**config.mk**
```make
export PLATFORM = sky130hd
export DESIGN_NAME = regfile_dump_reader
export DESIGN_NICKNAME = d
export VERILOG_FILES = /design/src/rtl/regdump_pkg.sv /design/src/rtl/regdump_pair_buf.sv /design/src/rtl/regfile_dump_reader.sv
export SDC_FILE = /design/constraint.sdc
export NUM_CORES = 1
export LEC_CHECK = 0
export BUFFER_PORTS_ARGS = -buffer_cell sky130_fd_sc_hd__buf_2
export CORE_MARGIN = 1
export CORE_UTILIZATION = 50
export DETAILED_ROUTE_END_ITERATION = 10
export PLACE_DENSITY = 0.8
export SLEW_MARGIN = 30
export SYNTH_ARGS = -nofsm -noshare
export SYNTH_HDL_FRONTEND = slang
export SYNTH_SLANG_ARGS = --single-unit
```
**constraint.sdc**
```tcl
create_clock -name clk -period 4.5 [get_ports clk]
set_clock_uncertainty 0.15 [all_clocks]
set_input_delay 0.45 -clock clk [delete_from_list [all_inputs] [get_ports clk]]
set_output_delay 0.45 -clock clk [all_outputs]
set_load 0.02 [all_outputs]
```
**src/rtl/regdump_pkg.sv**
```systemverilog
// Shared types and default sizes for the register-file dump reader.
package regdump_pkg;

  typedef enum logic [1:0] {
    IDLE  = 2'd0,
    READ  = 2'd1,
    DRAIN = 2'd2,
    DONE  = 2'd3
  } state_e;

  localparam int NREGS_D = 16;
  localparam int AW_D    = 4;
  localparam int DW_D    = 32;

endpackage

```
**src/rtl/regdump_pair_buf.sv**
```systemverilog
// Two-entry capture buffer: holds one register pair and presents w0 then w1.
// Output fields come straight from registers, so they stay stable while stalled.
module regdump_pair_buf
  import regdump_pkg::*;
#(
  parameter int AW = AW_D,
  parameter int DW = DW_D
) (
  input  logic          clk,
  input  logic          rst,
  input  logic          load,
  input  logic          pop,
  input  logic [DW-1:0] d0,
  input  logic [DW-1:0] d1,
  input  logic [AW-1:0] a0,
  input  logic [AW-1:0] a1,
  output logic          valid,
  output logic [DW-1:0] data,
  output logic [AW-1:0] addr,
  output logic [1:0]    occ
);

  logic [DW-1:0] w0, w1;
  logic [AW-1:0] wa0, wa1;

  // occ counts words still to send: 2 -> w0 is next, 1 -> w1 is next
  always_ff @(posedge clk) begin
    if (rst) begin
      w0  <= '0;
      w1  <= '0;
      wa0 <= '0;
      wa1 <= '0;
      occ <= 2'd0;
    end else if (load) begin
      w0  <= d0;
      w1  <= d1;
      wa0 <= a0;
      wa1 <= a1;
      occ <= 2'd2;
    end else if (pop && occ != 2'd0) begin
      occ <= occ - 2'd1;
    end
  end

  assign valid = (occ != 2'd0);

  always_comb begin
    data = '0;
    addr = '0;
    if (occ == 2'd2) begin
      data = w0;
      addr = wa0;
    end else if (occ == 2'd1) begin
      data = w1;
      addr = wa1;
    end
  end

endmodule

```
**src/rtl/regfile_dump_reader.sv**
```systemverilog
// Walks a register file two registers per fetch and streams the values out.
// Optional REGDUMP_CHECKSUM_EN appends an XOR checksum word after the last register.
module regfile_dump_reader
  import regdump_pkg::*;
#(
  parameter int NREGS = NREGS_D,
  parameter int AW    = AW_D,
  parameter int DW    = DW_D
) (
  input  logic          clk,
  input  logic          rst,
  input  logic          start,
  output logic          busy,
  output logic          done,
  output logic [AW-1:0] A1,
  output logic [AW-1:0] A2,
  input  logic [DW-1:0] RD1,
  input  logic [DW-1:0] RD2,
  output logic          out_valid,
  input  logic          out_ready,
  output logic [DW-1:0] out_data,
  output logic [AW-1:0] out_addr,
  output logic          out_last
);

  localparam int NPAIRS = NREGS / 2;
  localparam int PW     = (NPAIRS > 1) ? $clog2(NPAIRS) : 1;

  state_e        state, state_nx;
  logic [PW-1:0] pidx;
  logic          capture, last_pair, final_hs;
  logic          buf_valid, buf_pop;
  logic [DW-1:0] buf_data;
  logic [AW-1:0] buf_addr;
  logic [1:0]    buf_occ;

  assign last_pair = (pidx == PW'(NPAIRS - 1));
  assign buf_pop   = buf_valid && out_ready;

  // Refill as soon as the buffer is empty, or back-to-back when w1 leaves
  assign capture = (state == READ) &&
                   ((buf_occ == 2'd0) || (buf_occ == 2'd1 && buf_pop));

  assign A1 = (state == READ) ? AW'({pidx, 1'b0}) : '0;
  assign A2 = (state == READ) ? AW'({pidx, 1'b1}) : '0;

  regdump_pair_buf #(
    .AW(AW),
    .DW(DW)
  ) u_pair_buf (
    .clk  (clk),
    .rst  (rst),
    .load (capture),
    .pop  (buf_pop),
    .d0   (RD1),
    .d1   (RD2),
    .a0   (A1),
    .a1   (A2),
    .valid(buf_valid),
    .data (buf_data),
    .addr (buf_addr),
    .occ  (buf_occ)
  );

`ifdef REGDUMP_CHECKSUM_EN
  logic [DW-1:0] csum;
  logic          csum_pend, csum_show;

  always_ff @(posedge clk) begin
    if (rst) begin
      csum      <= '0;
      csum_pend <= 1'b0;
    end else if (state == IDLE && start) begin
      csum      <= '0;
      csum_pend <= 1'b0;
    end else begin
      if (capture) csum <= csum ^ RD1 ^ RD2;
      if (capture && last_pair) csum_pend <= 1'b1;
      else if (csum_show && out_ready) csum_pend <= 1'b0;
    end
  end

  // Checksum goes out only once the final pair has fully drained
  assign csum_show = (state == DRAIN) && !buf_valid && csum_pend;
  assign out_valid = buf_valid || csum_show;
  assign out_data  = buf_valid ? buf_data : (csum_show ? csum : '0);
  assign out_addr  = buf_valid ? buf_addr : '0;
  assign out_last  = csum_show;
  assign final_hs  = csum_show && out_ready;
`else
  assign out_valid = buf_valid;
  assign out_data  = buf_data;
  assign out_addr  = buf_addr;
  assign out_last  = buf_valid && (buf_addr == AW'(NREGS - 1));
  assign final_hs  = out_last && out_ready;
`endif

  always_ff @(posedge clk) begin
    if (rst) begin
      state <= IDLE;
      pidx  <= '0;
    end else begin
      state <= state_nx;
      if (state == IDLE) pidx <= '0;
      else if (capture)  pidx <= pidx + PW'(1);
    end
  end

  always_comb begin
    state_nx = state;
    case (state)
      IDLE:    if (start) state_nx = READ;
      READ:    if (capture && last_pair) state_nx = DRAIN;
      DRAIN:   if (final_hs) state_nx = DONE;
      DONE:    state_nx = IDLE;
      default: state_nx = IDLE;
    endcase
  end

  assign busy = (state == READ) || (state == DRAIN);
  assign done = (state == DONE);

endmodule

```
Word level (Yosys, flattened, before mapping). Cells that the tools add are included.

Logic and storage cells: 48. Output and inout bits: 48. Bits in registers: 79. Input bits: 68.

Reduce and logical (&&, ||, !) cells: 16. Mux-type cells: 12. $add $sub $neg: 2. Eq/ne operators: 10.

Operator list (number): 32-bit two-way mux (2); 4-bit two-way mux (4); 2-bit two-way mux (5); 2-bit one-hot mux with 4 select lines (1); 1-bit logical AND (7); 2-bit equality test (second input constant) (3); 2-bit by 1-bit equality test with 1-bit output (second input constant) (2); 4-bit equality test (second input constant) (1); 2-bit zero test (2); 2-bit inequality test (second input constant) (2); 2-bit nonzero test (2); 2-bit OR reduction (2); 3-bit by 1-bit adder with 3-bit output (second input constant) (1); 3-bit equality test (second input constant) (1); 3-bit AND reduction (1); 1-bit logical OR (2); 2-bit by 1-bit inequality test with 1-bit output (second input constant) (1); 2-bit by 1-bit subtractor with 2-bit output (second input constant) (1).

Longest topological paths before layout.
Depth in word-level cells: 8. Gate-level depth with buffers: 9. Gate-level depth less buffers: 6.

Modules after synthesis. A second synthesis with hierarchy kept.

Cell total of the unflattened synthesis: 412. Area, all modules: 3639.7 µm².

Modules (own cells, without submodules): regdump_pair_buf (area an instance 3240.6 µm², cells an instance 367, instances 1, seq. area each 1481.4 µm²); regfile_dump_reader (area an instance 399.1 µm², cells an instance 45, instances 1, seq. area each 100.1 µm²).

Least setup slack after synthesis. No wires, ideal clock.

Path kind: reg-to-output. From: register u_pair_buf.occ[1]. To: output out_data[10]. Buffers on the path: 2. Cell stages (with the launch flop): 7. Setup slack: 2.349 ns. Arrival: 1.551 ns. Required time: 3.900 ns. Cells stage by stage: dfxtp_1 inv_1 ha_1 clkbuf_1 clkbuf_1 nand2_1 o21ai_0.

Word-level cells in the longest chain between the ends: 3. Elaborated cells on any way between the ends: 4. Classes of those cells: eq/ne (2); mux (2).

Ends and longest elaborated chain: start, declared (line regdump_pair_buf.sv:20) `output logic [1:0] occ`; start signal, assigned (line regdump_pair_buf.sv:41) `occ <= occ - 2'd1;`; 2-bit by 1-bit equality test with 1-bit output (line regdump_pair_buf.sv:53) `end else if (occ == 2'd1) begin`; 32-bit two-way mux (line regdump_pair_buf.sv:53); 32-bit two-way mux (*) (line regdump_pair_buf.sv:50) `if (occ == 2'd2) begin`; end, declared (line regfile_dump_reader.sv:21) `output logic [DW-1:0] out_data,`.

Every way passes the cells marked *; elsewhere a longest branch is shown, timed or not.

Worst setup path in the final report.
From: register u_pair_buf.occ[1]. To: output out_last.

Word-level cells in the longest chain between the ends: 5. Elaborated cells on any way between the ends: 7. Classes of those cells: eq/ne (3); mux (2); reduce/logical (2).

Ends and longest elaborated chain: 2-bit by 1-bit equality test with 1-bit output (line regdump_pair_buf.sv:53); 4-bit two-way mux (line regdump_pair_buf.sv:53); 4-bit two-way mux (line regdump_pair_buf.sv:50); 4-bit equality test (line regfile_dump_reader.sv:94) `assign out_last = buf_valid && (buf_addr == AW'(NREGS - 1));`; 1-bit logical AND (*) (line regfile_dump_reader.sv:94); end, declared (line regfile_dump_reader.sv:23) `output logic out_last`.

Marked as above.

==> summary.md <==
| Metric | Value |
|---|---|
| Result of the run | `finished with violations` |
| Failing checks | `DRC` |
| WP data arrival | `roughly 2.2 ns` |
| Final setup fails | `0` |
| Hold WC Path Type | `in -> reg` |
| Largest net degree at the start of global routing | `76` |
| Row cnt | `29` |
| DRT antenna net count | `0` |
| Gr ovfl total | `0` |
| Unrepaired setup endpoints after global routing | `false` |
| Die X-Extent | `about 84 um` |
| GP Congestion | `around 0.74` |
| TritonCTS Buffers | `9` |
| Sequential area share after synthesis | `around 45%` |
| Maxcap violations | `0` |
| Number of diodes | `0` |
| # resized after CTS | `0` |
| Average cell area after synthesis | `~7.2 um^2` |
| Seq cells post-synth | `between 70 and 80` |
| Number of top-level pins | `around 120` |
| Initial core utilization | `52.25%` |
| Highest Clock Rate | `0.3642 GHz` |
| Routed len/inst | `approximately 12 um` |
| CTS Buffer Depth | `2` |
| Worst R2R Setup Slack | `1.86 ns` |
| Slew Viols, Final | `0` |
| Worst-Skew Late Latency | `0.34 ns` |
| Max_slew headroom | `a little under two fifths` |
| Synth Net Count | `545` |
| Filler cells | `between 600 and 700` |
| Register clock-pin slew on the reported worst setup and hold paths | `0.09 ns` |
| FFs w/ async S/R, synth | `0%` |
| Worst Setup End Kind | `output pin` |
| Finished Layout Cells | `639` |
| R2R Path End | `u_pair_buf.w1[14]` |
| Termination of the worst setup path | `out_last` |
| Post-Synthesis Cell Area | `3356 um^2` |
| Fin crit share | `around three fifths` |
| Detailed placement HPWL | `a little over 5 mm` |
| Distinct cell type count after synthesis | `26` |
| Final Hold Fails | `0` |
| Most common cell after layout, fill and taps aside | `nand2_1` |
| Hold depth | `3` |
| Number of flops mapped to enable cells by yosys | `0` |
| Main synth FF type | `dfxtp_1` |
| Layout cells sized above 1 | `between 20 and 30%` |
| Routed vias | `3216` |
| Setup crit start | `u_pair_buf.occ[1]` |
| Number of setup buffers added after CTS | `0` |
| Remaining routing DRC violations | `16` |
| Commonest non-fill, non-tap cells in the layout | `nand2_1 (199), buf_2 (114), dfxtp_1 (75), a21oi_1 (69), o21ai_0 (33)` |
| Slew @ Worst Pin | `0.9265 ns` |
| Die H | `83.93 um` |
| Critical Path Start Type | `flop` |
| Area growth from synthesis to final layout | `22.33%` |
| Total power | `roughly 0.0023 W` |
| R2r startpoint | `u_pair_buf.occ[0]` |
| Num Clock Sinks | `75` |
| Leak | `~1.7 nW` |
| CTS tree | `yes` |
| Vias per cell | `5.033` |
| Hold path start | `RD2[26]` |
| Final worst path period need | `2.746 ns` |
| VDD IR max | `~0.00030 V` |
| Hold_buf cts | `0` |
| PortBufs | `114` |
| First-pass GRT wire length | `around 13 mm` |
| DRT iter0 DRCs | `about 190` |
| Die ar. | `7043 um^2` |
| GR Util All Layers | `23.03%` |
| Power per Cell Area | `roughly 570 nW/um^2` |
| Setup_tns | `0 ns` |
| CP Data Required Time | `between 3 and 4 ns` |
| Nets | `635` |
| Kind of critical path | `reg -> out` |
| Reg2Reg Depth | `7` |
| Yosys warns | `0` |
| DRT Pass-1 Iters | `7` |
| Post-Route WL | `7.889 mm` |
| Worst-path fanout max | `27` |
| Antenna violations before repair | `0` |
| Vias in the first global route | `roughly 3000` |
| Root Buffer | `clkbuf_8` |
| Cell Count Post-Placement | `slightly above 600` |
| H-tree levels | `3` |
| Core area | `6422 um^2` |
| Synth Instances | `between 400 and 500` |
## metal layers
layer  wire length [um]  up-vias  global-route usage (%)  part of all wire [%]
met3                480       11                   5.045                   6.1
met2               3784       97                   39.94                    48
met5                  0        -                       0                     0
met1               3532     1436                   28.46                    45
li1                   -     1672                       -                     -
met4                 91        0                   7.053                   1.2
## sequential cells by signal (all words and copies together) (netlist names)
register	flops
u_pair_buf.occ	2
u_pair_buf.w1	32
u_pair_buf.wa1	3
u_pair_buf.wa0	1
state	2
pidx	3
u_pair_buf.w0	32
## synthesized netlist by cell type, drive strengths merged, types with 2 or more instances
master  instances  area [um^2]
xnor2           2        17.52
nor2b           5        31.28
clkbuf         18        67.56
o21ai          35        182.7
nand4           2        12.51
a21oi          70        354.1
dfxtp          75         1501
nor2            4        15.01
and2            3        18.77
nand2         199        747.0
mux2i           2        20.02
ha             10        125.1
buf            21        142.6
nor3            5        25.02
inv             9        33.78
## layout make-up
| class | count | area [um^2] | share of cell area (%) |
|---|---|---|---|
| Sequential cell | 75 | 1501 | 36.57 |
| Inverter | 9 | 33.78 | 0.8229 |
| Timing Repair Buffer | 118 | 600.6 | 14.63 |
| Multi-Input combinational cell | 344 | 1633 | 39.77 |
| Tap cell | 77 | 96.34 | 2.347 |
| Clock inverter | 7 | 116.4 | 2.835 |
| Clock buffer | 9 | 123.9 | 3.017 |
## how the worst min path moves through the flow
stage / slack (ns) / endpoint
floorplan: 0.29 / u_pair_buf.w0[0]
global placement: 0.29 / u_pair_buf.w1[8]
global route: 0.18 / u_pair_buf.w1[23]
CTS: 0.17 / u_pair_buf.w1[26]
detailed placement: 0.30 / u_pair_buf.w1[1]
finish: 0.19 / u_pair_buf.w1[26]
## per-stage QoR
stage          setup slack (ns)  hold WS [ns]  util, %  cell area [um^2]
6_report                  1.754        0.1855    63.92              4105
3_5_place_dp              1.875        0.2971    60.18              3865
3_3_place_gp              1.990        0.2919    60.02              3855
4_1_cts                   1.732        0.1727    63.92              4105
2_1_floorplan             2.349        0.2866        -              3356
5_1_grt                   1.625        0.1790    63.92              4105
## power by group
part	internal (W)	switching, W	leakage, nW
Clock	0.000367	0.000248	0.119
Combinational	0.000262	0.000564	0.993
Sequential	0.000813	0.0000797	0.610
## kinds of logic (layout without fill, tap and decap cells)
group                      after synthesis  in the layout  share of synthesized area [%]
and+or+nand+nor                        221            221                          25.88
AOI/OAI and AO/OA                      108            108                          17.15
DFF                                     75             75                          44.74
buffers and inverters                   48            143                          7.271
adders and majority gates               10             10                          3.729
xor gates and xnor gates                 2              2                         0.5221
muxes                                    2              2                         0.5966
other                                    1              1                         0.1117
## critical path: stages, from the launching register on
cell and delay (ns):
dfxtp_1 0.35, inv_1 0.11, ha_1 0.36, buf_4 0.37, nand4_1 0.23, nor3_1 0.19
buf_2 0.20
Power figures use the tool's default switching activity.
